$ cat config.mk
export PLATFORM = sky130hd
export DESIGN_NAME = axi4_slave_read_scheduler
export DESIGN_NICKNAME = d
export VERILOG_FILES = /design/src/rtl/axi4_slave_read_scheduler.sv
export SDC_FILE = /design/constraint.sdc
export NUM_CORES = 1
export LEC_CHECK = 0
export BUFFER_PORTS_ARGS = -buffer_cell sky130_fd_sc_hd__buf_2
export CAP_MARGIN = 20
export CORE_MARGIN = 2
export CORE_UTILIZATION = 30
export CTS_CLUSTER_DIAMETER = 50
export DETAILED_ROUTE_END_ITERATION = 10
export GPL_TIMING_DRIVEN = 0
export PLACE_DENSITY = 0.5
export SLEW_MARGIN = 5
export SYNTH_ARGS = -nofsm -noshare
export SYNTH_HDL_FRONTEND = slang
export SYNTH_SLANG_ARGS = --single-unit
$ cat constraint.sdc
create_clock -name clk -period 2.5 [get_ports clk]
set_input_delay 0 -clock clk [delete_from_list [all_inputs] [get_ports clk]]
set_output_delay 0 -clock clk [all_outputs]
set_load 0.05 [all_outputs]
$ cat src/rtl/axi4_slave_read_scheduler.sv
// AXI4 slave read scheduler: in-order AR queue, beat sequencer
// and R channel driver against a synchronous-read word memory.
module axi4_slave_read_scheduler #(
  parameter int DATA_WIDTH = 32,
  parameter int ADDR_WIDTH = 16,
  parameter int ID_WIDTH   = 4,
  parameter int QDEPTH     = 4,
  parameter int MEM_BYTES  = 4096
) (
  input  logic                      clk,
  input  logic                      rst,
  input  logic                      arvalid,
  output logic                      arready,
  input  logic [ID_WIDTH-1:0]       arid,
  input  logic [ADDR_WIDTH-1:0]     araddr,
  input  logic [7:0]                arlen,
  input  logic [1:0]                arburst,
  output logic                      rvalid,
  input  logic                      rready,
  output logic [DATA_WIDTH-1:0]     rdata,
  output logic [ID_WIDTH-1:0]       rid,
  output logic [1:0]                rresp,
  output logic                      rlast,
  output logic                      mem_ren,
  output logic [ADDR_WIDTH-1:0]     mem_raddr,
  input  logic [DATA_WIDTH-1:0]     mem_rdata,
  output logic [$clog2(QDEPTH):0]   q_count
);

  localparam int BPB = DATA_WIDTH / 8;
  localparam int OW  = $clog2(BPB);
  localparam int PW  = $clog2(QDEPTH);
  localparam int CW  = PW + 1;
  localparam int EW  = ADDR_WIDTH + 9;

  typedef enum logic [1:0] {
    IDLE,
    FETCH,
    CAPT,
    DATA
  } state_t;

  typedef struct packed {
    logic [ID_WIDTH-1:0]   id;
    logic [ADDR_WIDTH-1:0] addr;
    logic [7:0]            len;
    logic [1:0]            burst;
    logic                  err;
  } ent_t;

  state_t r_state;
  state_t w_next;

  ent_t          r_q [QDEPTH];
  logic [PW-1:0] r_wp;
  logic [PW-1:0] r_rp;
  logic [CW-1:0] r_count;

  logic [ADDR_WIDTH-1:0] r_cur_addr;
  logic [7:0]            r_beats;
  logic [ID_WIDTH-1:0]   r_cur_id;
  logic [1:0]            r_cur_burst;
  logic                  r_cur_err;

  logic          w_push;
  logic          w_pop;
  logic          w_hs;
  logic [EW-1:0] w_bytes;
  logic [EW-1:0] w_end;
  logic          w_err;
  ent_t          w_ent;

  assign arready = (r_count != CW'(QDEPTH));
  assign q_count = r_count;
  assign w_push  = arvalid && arready;
  assign w_pop   = (r_state == IDLE) && (r_count != '0);
  assign w_hs    = (r_state == DATA) && rready;

  // Wide arithmetic keeps the end-of-burst address from overflowing
  assign w_bytes = (EW'(arlen) + EW'(1)) * EW'(BPB);
  assign w_end   = EW'(araddr) + w_bytes;
  assign w_err   = arburst[1] || (w_end > EW'(MEM_BYTES));

  always_comb begin
    w_ent       = '0;
    w_ent.id    = arid;
    w_ent.addr  = araddr;
    w_ent.len   = arlen;
    w_ent.burst = arburst;
    w_ent.err   = w_err;
  end

  assign rvalid    = (r_state == DATA);
  assign mem_ren   = (r_state == FETCH) && !r_cur_err;
  assign mem_raddr = (r_state == FETCH) ? (r_cur_addr >> OW) : '0;

  always_ff @(posedge clk or negedge rst) begin
    if (!rst) begin
      r_state <= IDLE;
    end else begin
      r_state <= w_next;
    end
  end

  always_comb begin
    w_next = r_state;
    unique case (r_state)
      IDLE:    if (r_count != '0) w_next = FETCH;
      FETCH:   w_next = CAPT;
      CAPT:    w_next = DATA;
      DATA:    if (rready) w_next = rlast ? IDLE : FETCH;
      default: w_next = IDLE;
    endcase
  end

  always_ff @(posedge clk or negedge rst) begin
    if (!rst) begin
      for (int i = 0; i < QDEPTH; i++) r_q[i] <= '0;
      r_wp    <= '0;
      r_rp    <= '0;
      r_count <= '0;
    end else begin
      if (w_push) begin
        r_q[r_wp] <= w_ent;
        r_wp      <= r_wp + 1'b1;
      end
      if (w_pop) r_rp <= r_rp + 1'b1;
      unique case ({w_push, w_pop})
        2'b10:   r_count <= r_count + 1'b1;
        2'b01:   r_count <= r_count - 1'b1;
        default: r_count <= r_count;
      endcase
    end
  end

  always_ff @(posedge clk or negedge rst) begin
    if (!rst) begin
      r_cur_addr  <= '0;
      r_beats     <= '0;
      r_cur_id    <= '0;
      r_cur_burst <= '0;
      r_cur_err   <= 1'b0;
      rdata       <= '0;
      rid         <= '0;
      rresp       <= '0;
      rlast       <= 1'b0;
    end else begin
      if (w_pop) begin
        r_cur_addr  <= r_q[r_rp].addr;
        r_beats     <= r_q[r_rp].len;
        r_cur_id    <= r_q[r_rp].id;
        r_cur_burst <= r_q[r_rp].burst;
        r_cur_err   <= r_q[r_rp].err;
      end
      if (r_state == CAPT) begin
        rdata <= r_cur_err ? '0 : mem_rdata;
        rid   <= r_cur_id;
        rresp <= r_cur_err ? 2'b10 : 2'b00;
        rlast <= (r_beats == 8'd0);
      end
      // FIXED holds the address; only INCR advances it
      if (w_hs && !rlast) begin
        r_beats <= r_beats - 8'd1;
        if (r_cur_burst == 2'b01) begin
          r_cur_addr <= r_cur_addr + ADDR_WIDTH'(BPB);
        end
      end
    end
  end

endmodule
==> results of run 1 <==
final timing paths:
path | cells past startpoint | slack (ns) | end | startpoint
worst max-delay path | 10 | 0.006 | r_q[0] | araddr[3]
worst min-delay path | 3 | 0.01 | r_q[65] | arlen[0]
worst max register to register | 11 | 0.22 | q_count[2] | r_state[0]
worst min register to register | 2 | 0.47 | r_cur_id[3] | r_cur_id[3]
max in group asynchronous | 3 | 1.34 | q_count[2] | rst
min in group asynchronous | 2 | 0.21 | r_q[53] | rst
cells in the final DEF, fill, tap and decap left out, types with 3 or more instances in the layout:
cell           instances
a211oi_1               5
a21oi_1               24
a22oi_1                3
a311oi_1               5
and2_1                19
and3_1                 7
and4_1                 3
buf_2                134
buf_4                  6
buf_6                  4
bufinv_16              4
clkbuf_1              15
clkbuf_16             17
clkbuf_8               3
conb_1                 3
dfrtp_1              189
dfrtp_2                3
dlygate4sd3_1         60
ha_1                  24
inv_1                 48
inv_6                  4
mux2_2               111
mux4_2                29
nand2_1               58
nand3_1                7
nand3b_1              34
nand4_1                6
nor2_1                44
nor2b_1                4
nor3_1                10
o211ai_1               3
o21ai_0               54
or3_1                  3
xnor2_1               10
xor2_1                 6
metal layers:
layer | share of wire (%) | GRT usage (%) | vias to the layer above
li1 | - | - | 3229
met2 | 48 | 25.13 | 112
met5 | 0 | 0 | -
met4 | 1.7 | 5.268 | 0
met3 | 3.1 | 2.580 | 26
met1 | 47 | 20.22 | 3392
state kept, by name (all words and copies together) (netlist names), 3 cells and up:
signal / flops
r_cur_id: 4
rid: 4
r_beats: 8
r_cur_addr: 14
rdata: 32
q_count: 3
r_q: 116
stage by stage:
step                hold WS (ns)  setup TNS (ns)
floorplan                -0.2956               0
global placement          0.2341         -389.25
detailed placement        0.1317          -2.362
CTS                      0.01376               0
global route             0.03450         -0.2660
finish                   0.01249               0
worst max-delay path, delay by kind of cell:
| family | cells | cell delay, ns |
|---|---|---|
| AOI/OAI and AO/OA | 6 | 1.42 |
| adders and majority gates | 1 | 0.50 |
| buffers and inverters | 3 | 0.90 |
synthesized netlist by cell type, types with 7 or more instances:
| master | number |
|---|---|
| inv_1 | 49 |
| and2_1 | 19 |
| mux4_2 | 29 |
| mux2_2 | 111 |
| clkbuf_1 | 17 |
| nand2_1 | 58 |
| nand3b_1 | 34 |
| a21oi_1 | 24 |
| o21ai_0 | 54 |
| nor3_1 | 11 |
| nor2_1 | 45 |
| and3_1 | 7 |
| buf_2 | 14 |
| dfrtp_1 | 192 |
| nand3_1 | 8 |
| ha_1 | 24 |
| xnor2_1 | 10 |
power groups by stage:
stage	clock, mW	combinational [mW]	sequential [mW]
finish	3.00	7.22	5.49
global route	3.20	7.88	5.71
CTS	3.09	7.31	5.49
detailed placement	0	7.19	5.54
global placement	0	7.11	5.51
floorplan	0	4.56	6.15
kinds of logic after synthesis:
family	count (synthesis)	synth area share [%]
simple gates	207	11.39
fa+ha+maj	26	3.608
xor+xnor	16	1.486
buf+inv	90	4.351
compound gates	121	8.012
other cells	1	0.03975
mux	140	20.18
flops	192	50.94
area by class of cell:
type	instances	area (sq um)	share of cell area [%]
Timing Repair Buffer	184	1259	10.58
Clock inverter	14	203.9	1.714
Tap cell	396	495.5	4.164
Multi-Input combinational cell	513	4270	35.89
Buffer	41	237.7	1.998
Clock buffer	18	439.2	3.691
Sequential cell	192	4808	40.41
Inverter	49	183.9	1.546
what timing repair did:
| action | 4_1_cts | 5_1_grt |
|---|---|---|
| cloned | 0 | 0 |
| hold buffers | 59 | 1 |
| pin swaps | 0 | 1 |
| setup endpoints to repair | 3 | 10 |
| gates resized for setup | 5 | 7 |
| endpoints found under the hold margin | 240 | 4 |
| setup buffers | 0 | 2 |
==> metrics.csv, run 1 <==
stage,metric,value,unit
yosys,yosys_warnings,0,
yosys,syn_avg_cell_area,11.90,sq um
placement,placed_cell_area,10600,sq um
placement,dpl.hpwl,16690,microns
clock_network,cts_tree,done,
floorplanning,pin_count,127,
power,leakagePower,5.276,nW
layout,final_util,38.69,%
layout,syn2layout_area_growth,26.13,%
sta,worstMarginPinSlew,0.8499,ns
clock_network,clock_latency,0.44,ns
yosys,syn-cell-area,9433,sq um
setup_path,crit_fanout,6,
yosys,synth.distinct_cells,62,
layout,instances_no_fill,1407,
yosys,ys_ff_latch,192,
setup_path,cp.required,2.82,ns
sta,slew_viol_final,0,
yosys,yosys_most_used_dff,dfrtp_1,
yosys,async_reset_ff_share,100.0,%
setup_path,slowest_delay,0.71,ns
power,power_density,1321,nW/um^2
layout,fin_nets,1090,
clock_network,cts_max_path_buffers,2,
grt,grt.total_usage,15.22,%
yosys,synth_top_area_cell,dfrtp_1,
grt,first_global_vias,7081,
setup_path,cp-start-kind,input pin,
clock_network,clk_pin_slew,0.07,ns
placement,portBuffers,121,
floorplanning,start_util,30.68,%
clock_network,clock-sinks,192,
sta,clock_skew,0.009706,ns
routing,via_count,6759,
sta,slew_headroom,43.34,%
power,seq_power_share,35.0,%
routing,drt-total-wl,24230,microns
clock_network,cts_inserted_buffers,17,
setup_path,path_cells,dlygate4sd3_1 > buf_2 > fa_1 > a21oi_2 > o2111ai_1 > a2111oi_0 > a311oi_2 > o41ai_4 > buf_4 > a21oi_1,
layout,fill_cells,3047,
yosys,ys_seq_area_share,50.94,%
placement,numPlacedInstances,1313,
routing,drtIter0Drc,395,
power,internal_power,9.413,mW
sta,fin_crit,2.494,ns
routing,drc_errors,0,
placement,gp_congestion,0.7677,
placement,place_ws,-0.4073,ns
clock_network,htree_levels,4,
status,status,"finished, final reports clean",
run,cap_violations,0,
setup_path,arrival,2.81,ns
layout,drive_gt1_share,33.73,%
power,p_comb_share,46.0,%
layout,n_antenna_cell,0,
power,power.net_switching,6.304,mW
routing,avgViaCountPerCell,4.804,
power,p_clk_share,19.1,%
floorplanning,coreArea,30750,sq um
yosys,syn-instance-count,793,
setup_path,slowest_stage,a2111oi_0,
setup_path,critPathKind,input pin to register,
sta,setup_ws,0.006217,ns
yosys,synth_edf_count,0,
power,report.power.total,15.72,mW
sta,post-route-period-util,99.75,%
grt,grt_max_degree,106,
yosys,ys_top_cells_by_area,"dfrtp_1, mux2_2, mux4_2",
setup_path,cp-end-kind,register,
routing,ant_nets,0,
floorplanning,die_y,181.3,microns
grt,antenna_found_initial,0,
yosys,synth_top_area_share,50.94,%
grt,grt-ovfl-total,0,
sta,fmaxAchievable,401.0,MHz
routing,dr.pass1.iters,4,
layout,final_area,11900,sq um
hold_path,worstHoldPathType,input pin to register,
floorplanning,row_count,64,
grt,grt_first_pass_wirelength,38840,microns
power,peakVddDrop,0.6683,mV
sta,finalSetupViolCount,0,
floorplanning,fp.dieW,181.3,microns
routing,avgRoutedWirePerCell,17.22,microns
power,p_sw_share,40.11,%
sta,hold_violations,0,
clock_network,root_buffer,clkbuf_16,
floorplanning,die_area,32880,sq um
Power figures use the tool's default switching activity.
==> run 2: changes to the inputs <==
==> constraint.sdc (replaced) <==
create_clock -name clk -period 3.05 [get_ports clk]
set_input_delay 0 -clock clk [delete_from_list [all_inputs] [get_ports clk]]
set_output_delay 0 -clock clk [all_outputs]
set_load 0.05 [all_outputs]
==> run 2 against run 1 <==
  * Register-to-register slack better by 0.09 ns
  * Clock power down 21%
  * Critical endpoint unchanged
  * Global-route usage about the same
  * Sequential share of layout area up 0.31 points
  * Setup slack better by 0.18 ns
  * Final area down 0.84%
  * Final cell count down 0.28%
  * Wire length down 0.27%
  * Critical path depth up 3
==> metrics.csv, run 2 (synthesis gave the netlist of run 1 again) <==
stage,metric,value,unit
routing,drtIter0Drc,373,
layout,layout_common_cells,"dfrtp_1, buf_2, mux2_2, dlygate4sd3_1, nand2_1",
sta,finalSetupViolCount,0,
setup_path,path_cells,dlygate4sd3_1 > buf_2 > ha_1 > nand3_1 > nor2_1 > xor2_1 > ha_1 > a21oi_2 > o21ai_0 > a21oi_1 > nand4_1 > o41ai_4 > a21oi_1,
setup_path,worstRegToRegCells,9,
routing,avgRoutedWirePerCell,17.22,microns
sta,clock_skew,0.006267,ns
layout,regMostFlops,r_q,
clock_network,cts_inserted_buffers,17,
grt,antenna_found_initial,0,
clock_network,htree_levels,4,
clock_network,clock-sinks,192,
setup_path,arrival,3.15,ns
layout,reg_top3,"r_q x116, rdata x32, r_cur_addr x14",
layout,fin_nets,1086,
status,status,"finished, final reports clean",
setup_path,cp.required,3.34,ns
routing,drc_errors,0,
sta,hold_violations,0,
layout,largest_reg_flops,116,
sta,slew_headroom,38.16,%
floorplanning,pin_count,127,
layout,seq_area,4805,sq um
setup_path,cp-end-kind,register,
setup_path,slowest_delay,0.56,ns
placement,gp_congestion,0.7539,
routing,drt-total-wl,24160,microns
grt,grt_max_degree,108,
routing,dr.pass1.iters,4,
sta,worstMarginPinSlew,0.9275,ns
power,leakagePower,5.251,nW
floorplanning,coreArea,30750,sq um
placement,place_ws,0.04982,ns
layout,syn2layout_area_growth,25.07,%
routing,ant_nets,0,
placement,portBuffers,121,
layout,instances_no_fill,1403,
layout,mostFrequentLayoutCell,dfrtp_1,
power,peakVddDrop,0.4469,mV
power,power_density,1078,nW/um^2
sta,fmaxAchievable,349.5,MHz
clock_network,clk_pin_slew,0.07,ns
layout,multi_input_area,4240,sq um
setup_path,r2r_slack,0.31,ns
sta,fin_crit,2.861,ns
sta,rsz0062_at_grt,no,
clock_network,clock_latency,0.43,ns
setup_path,timing.rr.start,q_count[1],
setup_path,crit_family,compound AO/OA/AOI/OAI gates,
sta,post-route-period-util,93.82,%
hold_path,worstHoldStart,arlen[0],
sta,hold_ws,0.03225,ns
routing,via_count,6753,
clock_network,cts_setup_buffers,0,
hold_path,min_to,r_q[34],
layout,drive_gt1_share,32.37,%
floorplanning,die_y,181.3,microns
setup_path,slowest_stage,dlygate4sd3_1,
routing,avgViaCountPerCell,4.813,
setup_path,cp_num_buf_inv,2,
layout,final_util,38.37,%
floorplanning,die_area,32880,sq um
clock_network,root_buffer,clkbuf_16,
placement,dpl.hpwl,16980,microns
run,cap_violations,0,
layout,fill_cells,3057,
grt,grt-ovfl-total,0,
hold_path,min_path_cells,3,
hold_path,worstHoldPathType,input pin to register,
clock_network,cts_tree,done,
sta,slew_viol_final,0,
setup_path,r2r_end,q_count[2],
floorplanning,fp.dieW,181.3,microns
floorplanning,start_util,30.68,%
clock_network,cts_max_path_buffers,2,
grt,grt_first_pass_wirelength,38880,microns
placement,numPlacedInstances,1313,
sta,setup_ws,0.1885,ns
layout,n_antenna_cell,0,
grt,first_global_vias,6856,
setup_path,crit_fanout,7,
floorplanning,row_count,64,
grt,grt.total_usage,15.20,%
setup_path,critPathKind,input pin to register,
setup_path,cp-start-kind,input pin,
[run 2: changes by cell type in the layout (fill, tap and decap cells not counted), moves of 2 or more]
cell        before  now
clkbuf_1        15   18
clkinv_2         1    4
dfrtp_1        189  192
dfrtp_2          3    0
buf_4            6    4
clkbuf_8         3    1
clkinvlp_4       2    0
[run 2: per-layer routing]
| layer | GRT usage [%] | part of all wire [%] |
|---|---|---|
| met4 | 4.000 | 1.2 |
| met1 | 20.65 | 47 |
| met3 | 2.318 | 2.8 |
| met5 | 0 | 0 |
| met2 | 25.35 | 49 |
[run 2: worst max-delay path by stage]
stage                     from    endpoint  cells after the start
CTS                 r_state[0]  q_count[2]                     11
finish                arlen[1]      r_q[0]                     13
global placement           rst   rdata[21]                      1
detailed placement  r_state[0]  q_count[2]                     11
floorplan           q_count[2]  q_count[2]                     10
global route          arlen[1]      r_q[0]                     13
[run 2: final cells by class]
type / instances / area share (%)
Inverter: 49 / 1.559
Timing Repair Buffer: 181 / 10.46
Sequential cell: 192 / 40.73
Multi-Input combinational cell: 513 / 35.94
Clock inverter: 13 / 1.559
Clock buffer: 19 / 3.670
Tap cell: 396 / 4.200
Buffer: 40 / 1.888
[run 2: where the power goes]
| part | switching [mW] | internal (mW) |
|---|---|---|
| combinational | 3.40 | 2.47 |
| sequential | 0.692 | 3.79 |
| clock | 0.998 | 1.38 |
| total | 5.09 | 7.63 |
[run 2: timing repair]
item | in CTS | in global routing
hold endpoints to repair | 221 | 0
hold buffers | 59 | 0
resized for setup | 0 | 2
setup endpoints to repair | 0 | 6
[run 2: metrics by stage]
step | TNS (ns) | total power [mW] | instance area [sq um]
floorplan | 0 | 8.761 | 9440
global placement | -280.31 | 10.32 | 10540
detailed placement | 0 | 10.42 | 10580
CTS | 0 | 12.89 | 11790
global route | 0 | 13.62 | 11800
finish | 0 | 12.72 | 11800
[run 2: tightest hold or removal path: stages]
cell,delay [ns]
buf_2,0.13
inv_1,0.12
o21ai_0,0.17
==> run 3: changes to the inputs <==
--- a/config.mk
+++ b/config.mk
@@ -9,6 +9,7 @@
 export CAP_MARGIN = 20
 export CORE_MARGIN = 2
 export CORE_UTILIZATION = 30
+export CTS_BUF_LIST = sky130_fd_sc_hd__clkbuf_2
 export CTS_CLUSTER_DIAMETER = 50
 export DETAILED_ROUTE_END_ITERATION = 10
 export GPL_TIMING_DRIVEN = 0
==> run 3 against run 2 <==
  * Power down 6.9%
  * Die area unchanged
  * Critical path depth down 2
  * Final area up 1.8%
  * Clock skew up 0.029 ns
  * Via count up 4.2%
  * Wire length up 3.0%
  * Clock power down 39%
  * Highest routed layer unchanged
==> metrics.csv, run 3 (synthesis gave the netlist of run 1 again) <==
stage,metric,value,unit
routing,drt-total-wl,24880,microns
run,cap_violations,0,
routing,drc_errors,0,
floorplanning,start_util,30.68,%
power,peakVddDrop,0.2689,mV
layout,mostFrequentLayoutCell,dfrtp_1,
grt,antenna_found_initial,1,
power,leakagePower,5.346,nW
layout,seq_area,4805,sq um
floorplanning,coreArea,30750,sq um
grt,grt_max_degree,108,
floorplanning,die_y,181.3,microns
sta,post-route-period-util,94.80,%
setup_path,path_depth,11,
routing,ant_nets,0,
layout,reg_top3,"r_q x116, rdata x32, r_cur_addr x14",
clock_network,ctsResizeCount,0,
routing,avgRoutedWirePerCell,17.07,microns
setup_path,arrival,3.52,ns
setup_path,cp-end-kind,register,
placement,numPlacedInstances,1313,
layout,final_area,12010,sq um
grt,grt_first_pass_wirelength,39800,microns
layout,fin_nets,1140,
status,status,"finished, final reports clean",
layout,syn2layout_area_growth,27.27,%
setup_path,crit_fanout,7,
grt,first_global_vias,7132,
routing,avgViaCountPerCell,4.826,
setup_path,slowest_delay,0.63,ns
layout,regMostFlops,r_q,
grt,grt.total_usage,15.55,%
setup_path,cp-start-kind,input pin,
grt,grt-ovfl-total,0,
setup_path,r2r_slack,0.32,ns
sta,hold_violations,0,
clock_network,clock_latency,0.77,ns
placement,placed_cell_area,10580,sq um
setup_path,critPathKind,input pin to register,
setup_path,r2r_end,q_count[2],
sta,clock_skew,0.03523,ns
sta,fin_crit,2.891,ns
routing,dr.pass1.iters,4,
layout,drive_gt1_share,30.91,%
layout,instances_no_fill,1458,
placement,place_ws,0.04982,ns
clock_network,cts_inserted_buffers,17,
setup_path,cp_num_buf_inv,3,
setup_path,cp.required,3.68,ns
routing,via_count,7037,
clock_network,htree_levels,4,
clock_network,root_buffer,clkbuf_2,
clock_network,clock-sinks,192,
clock_network,cts_max_path_buffers,2,
placement,gp_congestion,0.7539,
sta,fin_tns_setup,0,ns
power,power_density,987.0,nW/um^2
setup_path,timing.rr.start,q_count[1],
sta,setup_ws,0.1587,ns
setup_path,crit_family,buffers and inverters,
floorplanning,fp.dieW,181.3,microns
layout,final_util,39.04,%
layout,multi_input_area,4225,sq um
sta,worstMarginPinSlew,0.8756,ns
sta,fmaxAchievable,345.9,MHz
floorplanning,die_area,32880,sq um
layout,layout_common_cells,"dfrtp_1, buf_2, dlygate4sd3_1, mux2_2, nand2_1",
setup_path,worstRegToRegCells,9,
clock_network,clk_pin_slew,0.29,ns
setup_path,cp_common_cell,dlygate4sd3_1,
floorplanning,row_count,64,
routing,drtIter0Drc,362,
layout,largest_reg_flops,116,
clock_network,cts_tree,done,
floorplanning,pin_count,127,
sta,slew_headroom,41.63,%
layout,fill_cells,3042,
setup_path,path_cells,dlygate4sd3_1 > buf_2 > ha_1 > fa_1 > nor4_1 > dlygate4sd3_1 > o211ai_1 > nor2_1 > nand4_1 > o41ai_2 > a21oi_1,
placement,portBuffers,121,
sta,slew_viol_final,0,
placement,dpl.hpwl,16980,microns
setup_path,slowest_stage,o41ai_2,
setup_path,crit_path_start,arlen[1],
sta,rsz0062_at_grt,no,
hold_path,worstHoldPathType,input pin to register,
setup_path,crit_path_end,r_q[0],
sta,finalSetupViolCount,0,
==> run 3: cell types whose count changed in the layout (fill, tap and decap cells not counted), sizes merged <==
| cell | delta |
|---|---|
| buf | +1 |
| diode | +1 |
| dlygate4sd3 | +53 |
==> run 3: worst register-to-register path, cell delays in order, from the launching register on <==
cell      delay (ns)
dfrtp_1         0.48
nor3_1          0.52
nand2b_1        0.33
inv_1           0.37
ha_1            0.35
inv_1           0.07
fa_1            0.17
xor2_1          0.15
nor2_1          0.07
xor2_1          0.14
==> run 3: how the worst min path moves through the flow <==
stage                 start          to  slack (ns)  cells past startpoint
2_1_floorplan           rst  q_count[0]       -0.30                      0
3_3_place_gp   mem_rdata[6]    rdata[6]        0.24                      3
3_5_place_dp            rst     r_q[84]        0.05                      1
4_1_cts           araddr[7]     r_q[80]       0.002                      3
5_1_grt           araddr[2]     r_q[13]        0.01                      3
6_report          araddr[2]     r_q[44]        0.09                      3
==> run 3: final cells by class <==
class	instances	share of cell area (%)
sequential	192	40.02
multi-input combinational	513	35.20
timing repair buffer	235	14.92
tap	396	4.127
buffer	40	1.855
clock inverter	13	1.532
inverter	49	1.532
clock buffer	19	0.7921
antenna	1	0.02084
==> run 3: metal layers <==
layer / wire (microns) / up-vias / GRT usage (%)
met5: 0 / - / 0
met1: 11650 / 3564 / 20.84
met3: 597 / 27 / 2.278
met4: 339 / 0 / 4.455
li1: - / 3329 / -
met2: 12300 / 117 / 26.19
==> run 3: metrics by stage <==
step                hold slack, ns  total power, mW
CTS                       0.001894            11.99
floorplan                  -0.2956            8.761
global placement            0.2352            10.32
detailed placement         0.04937            10.42
finish                     0.09088            11.85
global route               0.01197            12.72
==> run 3: report_power, final <==
group,switching (mW),total (mW),internal [mW]
combinational,3.42,5.94,2.52
sequential,0.697,4.46,3.76
clock,0.901,1.45,0.554
==> run 3: timing repair <==
item	4_1_cts	5_1_grt
buffers inserted	0	0
endpoints found under the setup margin	1	0
hold buffers	113	0
hold endpoints to repair	355	0
